`src/rtl/seg7_pkg.sv`:
```
// Shared constants for the two-digit 7-segment scanner: active-high segment
// codes in {g,f,e,d,c,b,a} order and the slot encoding.
package seg7_pkg;

  localparam logic [6:0] SEG_0     = 7'h3F;
  localparam logic [6:0] SEG_1     = 7'h06;
  localparam logic [6:0] SEG_2     = 7'h5B;
  localparam logic [6:0] SEG_3     = 7'h4F;
  localparam logic [6:0] SEG_4     = 7'h66;
  localparam logic [6:0] SEG_5     = 7'h6D;
  localparam logic [6:0] SEG_6     = 7'h7D;
  localparam logic [6:0] SEG_7     = 7'h07;
  localparam logic [6:0] SEG_8     = 7'h7F;
  localparam logic [6:0] SEG_9     = 7'h6F;
  localparam logic [6:0] SEG_DASH  = 7'h40;
  localparam logic [6:0] SEG_BLANK = 7'h00;

  localparam logic SLOT_ONES = 1'b0;
  localparam logic SLOT_TENS = 1'b1;

endpackage

```
`src/rtl/seg7_decode.sv`:
```
// BCD to active-high 7-segment decoder; non-BCD codes show a dash so a bad
// digit is visible on the display rather than silently blank.
module seg7_decode
  import seg7_pkg::*;
(
  input  logic [3:0] digit,
  output logic [6:0] seg
);

  always_comb begin
    seg = SEG_DASH;
    case (digit)
      4'd0:    seg = SEG_0;
      4'd1:    seg = SEG_1;
      4'd2:    seg = SEG_2;
      4'd3:    seg = SEG_3;
      4'd4:    seg = SEG_4;
      4'd5:    seg = SEG_5;
      4'd6:    seg = SEG_6;
      4'd7:    seg = SEG_7;
      4'd8:    seg = SEG_8;
      4'd9:    seg = SEG_9;
      default: seg = SEG_DASH;
    endcase
  end

endmodule

```
`src/rtl/seg7_scan_2digit.sv`:
```
// Two-digit multiplexed 7-segment driver: refresh prescaler, per-frame shadow
// capture of both digits, leading-zero blanking and registered pin outputs.
module seg7_scan_2digit
  import seg7_pkg::*;
#(
  parameter int REFRESH_DIV   = 50000,
  parameter bit ACTIVE_LOW    = 1'b1,
  parameter bit BLANK_LEADING = 1'b1
) (
  input  logic       Clk,
  input  logic       R,
  input  logic       En,
  input  logic [3:0] D0,
  input  logic [3:0] D1,
  output logic [6:0] SEG,
  output logic [1:0] AN,
  output logic       Frame
);

  localparam int          PW       = $clog2(REFRESH_DIV);
  localparam logic [PW-1:0] PRE_LAST = PW'(REFRESH_DIV - 1);
  localparam logic [6:0]  SEG_INV  = ACTIVE_LOW ? 7'h7F : 7'h00;
  localparam logic [1:0]  AN_INV   = ACTIVE_LOW ? 2'b11 : 2'b00;

  logic [PW-1:0] pre_p0;
  logic          slot_p0;
  logic [3:0]    shadow0_p0;
  logic [3:0]    shadow1_p0;
  logic          tick;
  logic [3:0]    digit;
  logic [6:0]    seg_dec;
  logic [1:0]    an_nxt;

  assign tick = (pre_p0 == PRE_LAST);

  // stage p0: prescaler, slot and frame-coherent digit capture
  always_ff @(posedge Clk or posedge R) begin
    if (R) begin
      pre_p0     <= '0;
      slot_p0    <= SLOT_ONES;
      shadow0_p0 <= 4'd0;
      shadow1_p0 <= 4'd0;
      Frame      <= 1'b0;
    end else begin
      pre_p0 <= tick ? '0 : pre_p0 + PW'(1);
      if (tick) slot_p0 <= ~slot_p0;
      if (tick && slot_p0 == SLOT_TENS) begin
        shadow0_p0 <= D0;
        shadow1_p0 <= D1;
      end
      Frame <= tick && (slot_p0 == SLOT_TENS);
    end
  end

  assign digit = (slot_p0 == SLOT_TENS) ? shadow1_p0 : shadow0_p0;

  seg7_decode u_decode (
    .digit (digit),
    .seg   (seg_dec)
  );

  always_comb begin
    an_nxt = 2'b00;
    if (En) begin
      if (slot_p0 == SLOT_ONES)
        an_nxt[0] = 1'b1;
      else if (!(BLANK_LEADING && shadow1_p0 == 4'd0))
        an_nxt[1] = 1'b1;
    end
  end

  // stage p1: registered pins with board polarity applied
  always_ff @(posedge Clk or posedge R) begin
    if (R) begin
      SEG <= SEG_BLANK ^ SEG_INV;
      AN  <= AN_INV;
    end else begin
      SEG <= seg_dec ^ SEG_INV;
      AN  <= an_nxt ^ AN_INV;
    end
  end

endmodule

```
`config.mk`:
```
export PLATFORM = sky130hd
export DESIGN_NAME = seg7_scan_2digit
export DESIGN_NICKNAME = d
export VERILOG_FILES = /design/src/rtl/seg7_pkg.sv /design/src/rtl/seg7_decode.sv /design/src/rtl/seg7_scan_2digit.sv
export SDC_FILE = /design/constraint.sdc
export NUM_CORES = 1
export LEC_CHECK = 0
export CORE_MARGIN = 2
export CORE_UTILIZATION = 58
export CTS_BUF_LIST = sky130_fd_sc_hd__clkbuf_16
export CTS_CLUSTER_SIZE = 24
export DETAILED_ROUTE_END_ITERATION = 12
export PLACE_DENSITY = 0.94
export SETUP_SLACK_MARGIN = 0.3
export SYNTH_ARGS = -nofsm -noshare
export SYNTH_HDL_FRONTEND = slang
export SYNTH_SLANG_ARGS = --single-unit
```
`constraint.sdc`:
```
create_clock -name Clk -period 4.3 [get_ports Clk]
set_input_delay 0.86 -clock Clk [delete_from_list [all_inputs] [get_ports Clk]]
set_output_delay 0.86 -clock Clk [all_outputs]
set_load 0.005 [all_outputs]
```
After elaboration in Yosys (flattened, before gate mapping):

Memory sizes are Yosys's and may differ from the RTL's.
Cells that the tools add are included.
Widths: inputs -> output; s select.

* ROM bits: 112
* output and inout port bits: 10
* logic and storage cells: 21
* register bits after elaboration: 35
* memories: 1
* bits of input ports: 11

Memory list
* (no name shown): depth 16, width 7, read ports 1, clocked after memory_dff 0, write ports 0, RTL line seg7_decode.sv:12 `case (digit)`

* muxes and demuxes: 6
* $add $sub $neg: 1
* reduce and logical (&&, ||, !) cells: 2
* eq/ne operators: 1
* bitwise operators: 3

Operators with widths (number)
* $add 16x1->16 const B: 1
* $eq 16x16->1 const B: 1
* $mux 16: 1
* $not 7->7: 1
* $logic_not 4->1: 1
* $mux 4: 1
* $mux 1: 3
* $mux 2: 1
* $not 2->2: 1
* $logic_and 1x1->1: 1
* $not 1->1: 1

Depth between registers and ports, before layout:

* depth in word-level cells: 5
* mapped depth: 7
* mapped depth without buffers: 6

Hierarchy:

A second synthesis with hierarchy kept.

* cell total of the unflattened synthesis: 147
* area total of the unflattened synthesis: 1696.6 um^2

Modules (own cells, without submodules)
* seg7_scan_2digit: sequential area each 887.1 um^2, area each 1468.9 um^2, cells each 118, times used 1
* seg7_decode: sequential area each 0.0 um^2, area each 227.7 um^2, cells each 29, times used 1

Least setup slack after synthesis:

OpenSTA, ideal clock, no wires.

* path kind: reg2reg
* start point: reg pre_p0[4]
* end point: reg shadow0_p0[0]
* path slack: 2.472 ns
* library setup time: 0.125 ns
* required time: 4.175 ns
* buffers on the path: 0
* stages on the path, launching flop included: 5
* arrival time: 1.703 ns
* period minus slack after synthesis: 1.828 ns
* path through: dfrtp_1 or4b_4 nor4_4 nand2_2 mux2_2

* word-level cells in the longest chain between the ends: 2

Ends and longest elaborated chain
* start, declared: RTL line seg7_scan_2digit.sv:25 `logic [PW-1:0] pre_p0;`
* start signal, assigned: RTL line seg7_scan_2digit.sv:45 `pre_p0 <= tick ? '0 : pre_p0 + PW'(1);`
* $eq 16x16->1: RTL line seg7_scan_2digit.sv:34 `assign tick = (pre_p0 == PRE_LAST);`
* $logic_and 1x1->1: RTL line seg7_scan_2digit.sv:47 `if (tick && slot_p0 == SLOT_TENS) begin`
* end signal, assigned: RTL line seg7_scan_2digit.sv:41 `shadow0_p0 <= 4'd0;`
* end signal, assigned: RTL line seg7_scan_2digit.sv:48 `shadow0_p0 <= D0;`
* end, declared: RTL line seg7_scan_2digit.sv:27 `logic [3:0] shadow0_p0;`

Every way passes these cells.
A chain may end at the register's enable or synchronous reset.

Worst setup path in the final report:

* start point: reg pre_p0[4]
* end point: reg shadow1_p0[2]

* word-level cells in the longest chain between the ends: 2

Ends and longest elaborated chain
* $eq 16x16->1: RTL line seg7_scan_2digit.sv:34
* $logic_and 1x1->1: RTL line seg7_scan_2digit.sv:47
* end signal, assigned: RTL line seg7_scan_2digit.sv:42 `shadow1_p0 <= 4'd0;`
* end signal, assigned: RTL line seg7_scan_2digit.sv:49 `shadow1_p0 <= D1;`
* end, declared: RTL line seg7_scan_2digit.sv:28 `logic [3:0] shadow1_p0;`

Every way passes these cells.

==> results by group <==
Finish
  • Most common cell after layout, fill and taps aside: dfrtp_1
  • Final net count: 183
  • Layout area overhead: 23.1%
  • Most frequent cells in the layout: dfrtp_1 (26), clkdlybuf4s50_1 (20), nor2_1 (13), mux2_2 (10), dfstp_2 (9)
  • Post-layout util: 73.7%
  • Fraction of layout cells with a size suffix above 1: 18.0%
  • Diode count: 0
  • Post-route cell area: 0.00200 sq mm

Route
  • Drt via density: 5.86
  • Drt pass-1 iters: 4
  • Routed wire length: 3080 microns
  • DRC: 0
  • Vias post-DR: 1161
  • Routed wire length per instance: 15.6 microns
  • Routed Antenna Nets: 0
  • DRT iter0 DRCs: 81

Global routing
  • First-pass GRT wire length: 5260 microns
  • Largest net degree at the start of global routing: 29
  • Grt ovf: 0
  • GRT Total Usage: 21.8%
  • Vias in the first global route: 1205
  • Initial antenna violation count: 0

Synthesis
  • Post-synthesis net count: 158
  • Post-synthesis register bit count: 35
  • Netlist cell types: 30
  • Post-synthesis cell count: 141
  • Async SR Flop Fraction: 100%
  • Synth area leaders: dfrtp_1 (40%), dfstp_2 (15%), mux2_2 (6.9%)
  • Synth Cell Area: 0.00162 sq mm
  • EDFF count, synth: 0
  • Leading area contributor after synthesis: dfrtp_1
  • Share of the synthesized area in the top cell type: 40.1%
  • Top FF cell, synth: dfrtp_1
  • Mapped Avg Cell Area: 11.5 sq um
  • Seq/Total Area, Yosys: 54.7%
  • Synth warn: 0

STA
  • Final setup TNS: 0 ps
  • RSZ-0062 raised after global routing: false
  • Pins Over Slew Limit: 0
  • Worst setup margin: 1920 ps
  • Slew @ Worst Pin: 1000 ps
  • Fin crit period: 2380 ps
  • Layout Skew: 7.26 ps
  • Final period util: 55.3%
  • Normalized max-slew margin: 33.3%
  • Final Setup Violations: 0
  • Hold Slack: 494 ps
  • Final Hold Viols: 0
  • Fmax: 0.421 GHz

Critical path
  • Crit-path max cell delay: 640 ps
  • Critical path peak fanout: 11
  • Worst Path Arrival: 2540 ps
  • Crit end category: register
  • FF-to-FF setup slack: 1920 ps
  • Data required, critical path: 4460 ps
  • Crit Path Class: register to register
  • Startpoint type of the worst setup path: register
  • CP cell instances: or4b_4 > nor4_4 > nand2_2 > mux2_2
  • Critical path's slowest cell: nor4_4

Power and ir drop
  • Net Switching: 155 uW
  • P_int: 582 uW
  • Clock share of power: 46.0%
  • Combinational share of power: 6.8%
  • Flop pwr share: 47.1%
  • Pleak: 0.000853 uW
  • Peak supply drop: 316 uV
  • Switching share of power: 21.1%
  • Power Density: 369 mW/mm^2

Floorplan
  • Ports: 21
  • DIE AREA: 0.00324 sq mm
  • Core area: 0.00271 sq mm
  • Die Span Y: 56.9 microns
  • Die X-Extent: 56.9 microns
  • Row Count: 19
  • Initial core utilization: 59.9%

Place
  • Placed instance area: 0.00186 sq mm
  • Detailed placer's ending HPWL: 2180 microns
  • Buffers added on ports: 20
  • Gpl congestion: 0.785
  • Pre-CTS setup slack: 1940 ps

CTS
  • Clock sinks: 35
  • Clk root buf: clkbuf_16
  • Htree depth: 2
  • Num CTS Buffers: 5
  • TritonCTS clock tree: built
  • Hold buffers post-CTS: 0
  • Clk slew on worst S/H paths: 60 ps
  • Clock Path Buffers: 2
  • Setup Fix Bufs, Post-CTS: 0
  • Post_cts resized: 0
  • Insertion delay of the later-clocked pin in the worst-skew pair: 280 ps

Status
  • Status: completed

Hold path
  • Hold WC Path Type: register to register

Job
  • Max cap viols: 0
[cell type report]
class | count | area, sq um
Multi-Input combinational cell | 97 | 699
Clock inverter | 3 | 16.3
Fill cell | 190 | 713
Sequential cell | 35 | 887
Timing Repair Buffer | 21 | 208
Inverter | 6 | 22.5
Clock buffer | 5 | 125
Tap cell | 31 | 38.8
[logic make-up (layout without fill, tap and decap cells)]
logic type | count (synthesis) | after routing | share of synthesized area, %
simple gates | 52 | 52 | 18.0
buf+inv | 9 | 35 | 2.24
mux | 14 | 14 | 9.41
flops | 35 | 35 | 54.7
xor+xnor | 13 | 13 | 7.02
compound gates | 12 | 12 | 4.01
fa+ha+maj | 6 | 6 | 4.63
[Yosys cell counts, types with 2 or more instances]
library cell	count
or4_1	2
xnor2_1	7
inv_1	6
mux2i_1	4
o21ai_0	4
nand3_1	6
nand2_1	6
nor2_1	13
dfrtp_1	26
buf_2	2
or3_1	2
mux2_2	10
ha_1	6
nor3_1	7
dfstp_2	9
nor4_1	3
nand4_1	5
xor2_1	6
a21oi_1	6
[flip-flops by register name (all words and copies together) (netlist names)]
signal and flops:
pre_p0 16, shadow1_p0 4, SEG 7, slot_p0 1, Frame 1, AN 2, shadow0_p0 4
[per-layer routing]
metal  share of wire [%]  global-route usage (%)  wire length [microns]  up-vias
li1                    -                       -                      -      542
met2                  52                    35.0                   1600       50
met3                 5.1                    6.22                    158       10
met4                 2.9                    15.3                     88        0
met5                   0                       0                      0        -
met1                  40                    24.6                   1230      559
[final timing paths]
path	from	end	cells past startpoint
worst max-delay path	pre_p0[4]	shadow1_p0[2]	4
worst min-delay path	pre_p0[0]	pre_p0[0]	1
worst max register to register	pre_p0[4]	shadow1_p0[2]	4
worst min register to register	pre_p0[0]	pre_p0[0]	1
max in group asynchronous	R	pre_p0[5]	3
min in group asynchronous	R	shadow0_p0[2]	2
[through the flow]
| stage | instances | total power (uW) |
|---|---|---|
| after floorplan | 141 | 376 |
| after global placement | 190 | 401 |
| after detailed placement | 190 | 404 |
| after CTS | 198 | 743 |
| after global routing | 198 | 762 |
| final | 198 | 738 |
[power by group through the flow]
stage / sequential, uW / combinational [uW] / clock [uW]
floorplan: 353 / 22.7 / 0
global placement: 352 / 48.5 / 0
detailed placement: 353 / 50.6 / 0
CTS: 348 / 51.2 / 344
global route: 348 / 56.2 / 358
finish: 348 / 50.4 / 340
[worst max-delay path: cells and delay by family (launching register included)]
kind | cells | cell delay [ps]
simple gates | 3 | 1480
flops | 1 | 440
mux | 1 | 330
Note: power is estimated with default switching activity, not from simulation.
